--- config.mk ---
export PLATFORM = sky130hd
export DESIGN_NAME = program_memory_arbiter
export DESIGN_NICKNAME = d
export VERILOG_FILES = /design/src/rtl/program_memory_arbiter.sv
export SDC_FILE = /design/constraint.sdc
export NUM_CORES = 1
export LEC_CHECK = 0
export CAP_MARGIN = 15
export CORE_ASPECT_RATIO = 0.75
export CORE_UTILIZATION = 38
export CTS_CLUSTER_DIAMETER = 30
export DETAILED_ROUTE_END_ITERATION = 16
export PLACE_DENSITY = 0.8
export SLEW_MARGIN = 30
export SYNTH_ARGS = -nofsm -noshare
export SYNTH_HDL_FRONTEND = slang
export SYNTH_SLANG_ARGS = --single-unit
--- constraint.sdc ---
create_clock -name clk_in -period 5.5 [get_ports clk_in]
set_input_delay 1.375 -clock clk_in [delete_from_list [all_inputs] [get_ports clk_in]]
set_output_delay 1.375 -clock clk_in [all_outputs]
set_load 0.01 [all_outputs]
--- src/rtl/program_memory_arbiter.sv ---
// program_memory_arbiter
//   Shares program-memory read port B among NUM_REQ requesters. One request
//   is granted per cycle (round-robin) and issued as a registered read. A
//   one-hot tag pipeline, LATENCY stages behind the issue register, routes
//   each returned word back to the requester that asked for it.
//   Grants are held off until program memory reports init done.
//
//   Optional build macro PMEM_ARB_FIXED_PRIO_EN: requester 0 always wins when
//   valid (pointer untouched); requesters 1..NUM_REQ-1 rotate round-robin.
//
// Ports
//   clk_in, rst_in          clock, async active-high reset
//   mem_ready_in            program memory init done (level)
//   req_valid_in/addr_in    per-requester read request and byte address
//   req_ready_out           one-hot grant (handshake = valid & ready)
//   rsp_valid_out           one-hot response strobe
//   rsp_data_out            response word, broadcast
//   mem_addr_out            port B address (registered)
//   mem_read_request_out    port B read strobe (registered)
//   mem_instr_in            port B data
//   mem_data_valid_in       port B data valid
//   error_out               sticky: data valid with no tag in flight
module program_memory_arbiter #(
    parameter int NUM_REQ = 4,
    parameter int LATENCY = 2,
    parameter int ADDR_W  = 32,
    parameter int DATA_W  = 32
) (
    input  logic                      clk_in,
    input  logic                      rst_in,
    input  logic                      mem_ready_in,
    input  logic [NUM_REQ-1:0]        req_valid_in,
    input  logic [NUM_REQ*ADDR_W-1:0] req_addr_in,
    output logic [NUM_REQ-1:0]        req_ready_out,
    output logic [NUM_REQ-1:0]        rsp_valid_out,
    output logic [DATA_W-1:0]         rsp_data_out,
    output logic [ADDR_W-1:0]         mem_addr_out,
    output logic                      mem_read_request_out,
    input  logic [DATA_W-1:0]         mem_instr_in,
    input  logic                      mem_data_valid_in,
    output logic                      error_out
);

    localparam int PTR_W = $clog2(NUM_REQ);
    localparam logic [PTR_W-1:0] LAST = PTR_W'(NUM_REQ - 1);

`ifdef PMEM_ARB_FIXED_PRIO_EN
    // Requester 0 is served by the priority check, not by the rotation.
    localparam logic [NUM_REQ-1:0] RR_MASK = {{(NUM_REQ-1){1'b1}}, 1'b0};
`else
    localparam logic [NUM_REQ-1:0] RR_MASK = {NUM_REQ{1'b1}};
`endif

    logic [NUM_REQ-1:0][ADDR_W-1:0] addr_arr;
    logic [PTR_W-1:0]               ptr, ptr_nxt, gidx;
    logic [NUM_REQ-1:0]             grant;
    logic                           hs;
    // tag_pipe[0] is loaded together with mem_read_request_out; tag_pipe[LATENCY]
    // lines up with the memory's data valid.
    logic [LATENCY:0][NUM_REQ-1:0]  tag_pipe;
    logic [NUM_REQ-1:0]             tag_out;

    assign addr_arr = req_addr_in;

    function automatic logic [PTR_W-1:0] wrap_idx(input logic [PTR_W-1:0] p, input int k);
        int s;
        s = int'(p) + k;
        if (s >= NUM_REQ) s = s - NUM_REQ;
        return PTR_W'(s);
    endfunction

    // First valid requester at or after ptr, with wrap-around.
    always_comb begin
        grant = '0;
        gidx  = '0;
`ifdef PMEM_ARB_FIXED_PRIO_EN
        if (req_valid_in[0]) grant[0] = 1'b1;
`endif
        for (int k = 0; k < NUM_REQ; k++) begin
            if (grant == '0 && req_valid_in[wrap_idx(ptr, k)] && RR_MASK[wrap_idx(ptr, k)]) begin
                grant[wrap_idx(ptr, k)] = 1'b1;
                gidx = wrap_idx(ptr, k);
            end
        end
    end

    // Ready is forced low during reset so every output is quiet while rst_in is high.
    assign req_ready_out = grant & {NUM_REQ{mem_ready_in & ~rst_in}};
    assign hs            = |req_ready_out;

    always_comb begin
        ptr_nxt = ptr;
`ifdef PMEM_ARB_FIXED_PRIO_EN
        if (hs && !grant[0]) ptr_nxt = (gidx == LAST) ? '0 : gidx + 1'b1;
`else
        if (hs) ptr_nxt = (gidx == LAST) ? '0 : gidx + 1'b1;
`endif
    end

    always_ff @(posedge clk_in or posedge rst_in) begin
        if (rst_in) begin
            ptr                  <= '0;
            mem_read_request_out <= 1'b0;
            mem_addr_out         <= '0;
            tag_pipe             <= '0;
            error_out            <= 1'b0;
        end else begin
            ptr                  <= ptr_nxt;
            mem_read_request_out <= hs;
            if (hs) mem_addr_out <= addr_arr[gidx];
            tag_pipe             <= {tag_pipe[LATENCY-1:0], req_ready_out};
            if (mem_data_valid_in && tag_out == '0) error_out <= 1'b1;
        end
    end

    assign tag_out       = tag_pipe[LATENCY];
    assign rsp_valid_out = tag_out & {NUM_REQ{mem_data_valid_in}};
    assign rsp_data_out  = mem_instr_in;

endmodule

==> impl_metrics.ini <==
[die]
io_pins = 242
fp.coreArea_mm2 = 0.00981
fp.dieW_um = 119
start_util_pct = 39.8
dieArea_mm2 = 0.0107
rows = 31
die_y_um = 89.8

[clock_tree]
clk_pin_slew_ns = 0.07
htree_levels = 2
cts_buffers = 5
cts_root_buf = clkbuf_16
clock_sink_count = 48
clockBufferDepth = 2
tritoncts = yes
clock_latency_ns = 0.29
ctsHoldBuffers = 0

[route]
vias = 3671
drt_iter0_drc = 181
antenna_left = 0
wire_per_inst_um = 18.2
drc_errors = 0
totalWireLength_mm = 12.3
vias_per_cell = 5.42
firstDrtPassIters = 5

[worst_setup_path]
worstPathRequired_ns = 4.12
path_class = in -> out
start_kind = input port
end_kind = output pin
critPathMaxFanout = 5
crit_arrival_ns = 4.03

[synthesis]
synth-edff-count = 0
ys_seq_elements = 48
async_reset_ff_share_pct = 100
synthFlopType = dfrtp_1
yosysMostFrequentCell = inv_1
ys_types = 50
synth_top_area_share_pct = 30.8
ys_top_cells_by_count = 71 x inv_1, 48 x dfrtp_1, 34 x buf_4, 34 x mux2i_1, 32 x a211oi_1
synth.area.top_cells = dfrtp_1 31%, mux2i_1 8.7%, a221oi_2 6.9%, inv_1 6.8%, a2111oi_2 6.5%
syn_area_mm2 = 0.00390
seq_area_frac_synth_pct = 30.8
syn-mean-instance-area_um2 = 9.83
synth_nets = 572
synthCells = 397
yosys_warnings = 0
yosys.area.top_type = dfrtp_1

[timing]
min_period_ns = 5.40
max_freq_mhz = 185
slew_violations = 0
finalCritPeriodShare_pct = 98.3
fin_skew_ns = 0.00558
setup-violations-final = 0
relSlewSlack_pct = 54.7
max_slew.worst_pin.slew_ns = 0.677
rsz0062_at_grt = false
hold_ws_ns = 0.350
final_hold_viol_count = 0

[pwr]
power_mw = 4.39
powerDensity_mw_per_mm2 = 743
vdd_drop_max_v = 0.000442
p_leak_nw = 2.54

[finish]
syn_to_final_growth_pct = 51.6
final_area_mm2 = 0.00591
seq_area_mm2 = 0.00120
n_fill_cell = 798
nets = 719
multi_input_area_mm2 = 0.00206
layout-drive-gt1-share_pct = 16.7
antenna_cells = 0

[global_routing]
track_usage_pct = 23.1
grt_overflow = 0
antenna_found_initial = 0
grt_pass1_vias = 3930
grt_max_degree = 49
grt_pass1_wl_mm = 19.9

[placed_design]
io_buffers = 177
globalplace.congestion = 0.886
hpwl_mm = 9.22
dpl-instance-area_mm2 = 0.00569

[hold_path]
hold_class = reg -> reg

[outcome]
status = complete, no violations

[job]
drv_cap = 0
## sequential cells by signal, indices dropped and copies added (netlist names)
signal,count
error_out,1
mem_addr_out,32
mem_read_request_out,1
ptr,2
tag_out,4
tag_pipe,8
## worst max-delay path: stages
cell and delay, ns:
clkdlybuf4s50_1 0.48, mux4_2 0.56, buf_4 0.19, a21bo_2 0.23, o211ai_2 0.20, a21o_1 0.19, nor2_4 0.06, a31o_2 0.26
clkdlybuf4s50_1 0.47
## stage by stage
step | util [%] | cells | setup TNS (ns) | setup slack [ns]
finish | 60.3 | 677 | 0 | 0.0955
global route | 60.3 | 677 | 0 | 0.0131
CTS | 59.9 | 675 | 0 | 0.0417
detailed placement | 58.0 | 667 | -0.0505 | -0.0396
global placement | 57.7 | 666 | 0 | 0.0867
floorplan | - | 397 | 0 | 1.01
## power breakdown
part	switching [mW]	internal, mW	leakage (nW)	total, mW
clock	0.142	0.216	0.0804	0.358
combinational	1.91	1.52	1.91	3.44
sequential	0.0893	0.510	0.556	0.600
total	2.14	2.25	2.54	4.39
## cell families after synthesis
family / share of synthesized area (%)
muxes: 10.7
adders and majority gates: 2.24
AOI/OAI and AO/OA: 33.2
xor gates and xnor gates: 0.449
buffers and inverters: 17.9
DFF: 30.8
and+or+nand+nor: 4.65
## path summary, 6_finish.rpt
check | to | cells after the start | slack (ns) | start
worst max register to register | mem_addr_out[10]$_DFFE_PP0P_ | 12 | 1.05 | ptr[1]$_DFFE_PP0P_
worst min register to register | tag_pipe[5]$_DFF_PP0_ | 0 | 0.35 | tag_pipe[1]$_DFF_PP0_
worst min-delay path | tag_pipe[5]$_DFF_PP0_ | 0 | 0.35 | tag_pipe[1]$_DFF_PP0_
worst max-delay path | req_ready_out[2] | 9 | 0.1 | req_valid_in[1]
min in group asynchronous | mem_addr_out[6]$_DFFE_PP0P_ | 3 | 1.63 | rst_in
max in group asynchronous | mem_addr_out[17]$_DFFE_PP0P_ | 3 | 3.45 | rst_in
## final cells by class
type | count | share of cell area (%)
inverter | 71 | 4.51
timing repair buffer | 207 | 34.7
clock buffer | 5 | 2.12
clock inverter | 3 | 0.783
sequential | 48 | 20.3
multi-input combinational | 211 | 34.8
tap | 132 | 2.79
## layer usage
layer  global-route usage [%]  part of all wire, %
met1                     28.7                   44
met2                     40.4                   48
met3                     5.71                  6.9
met4                     4.85                  1.0
met5                        0                    0
## what timing repair did
action | in CTS | in global routing
pin swaps | 0 | 3
resized for setup | 2 | 7
setup buffers | 0 | 2
endpoints found under the setup margin | 3 | 4
## placed cells by master, fill, tap and decap left out, types with 2 or more instances in the layout
cell and count:
buf_12 2, o21ai_1 2, dfrtp_1 48, a2111oi_2 17
nor2_1 7, a21o_1 4, or4_1 2, inv_1 70
a221oi_1 15, xnor2_1 2, a211oi_1 32, and2_1 8
buf_4 27, ha_1 7, mux2i_1 34, a221oi_2 17
clkdlybuf4s50_1 174, nand2_1 8, dlymetal6s2s_1 3, mux4_2 3
a2111oi_0 15, a21oi_1 7, clkbuf_16 5
Note: power is estimated with default switching activity, not from simulation.
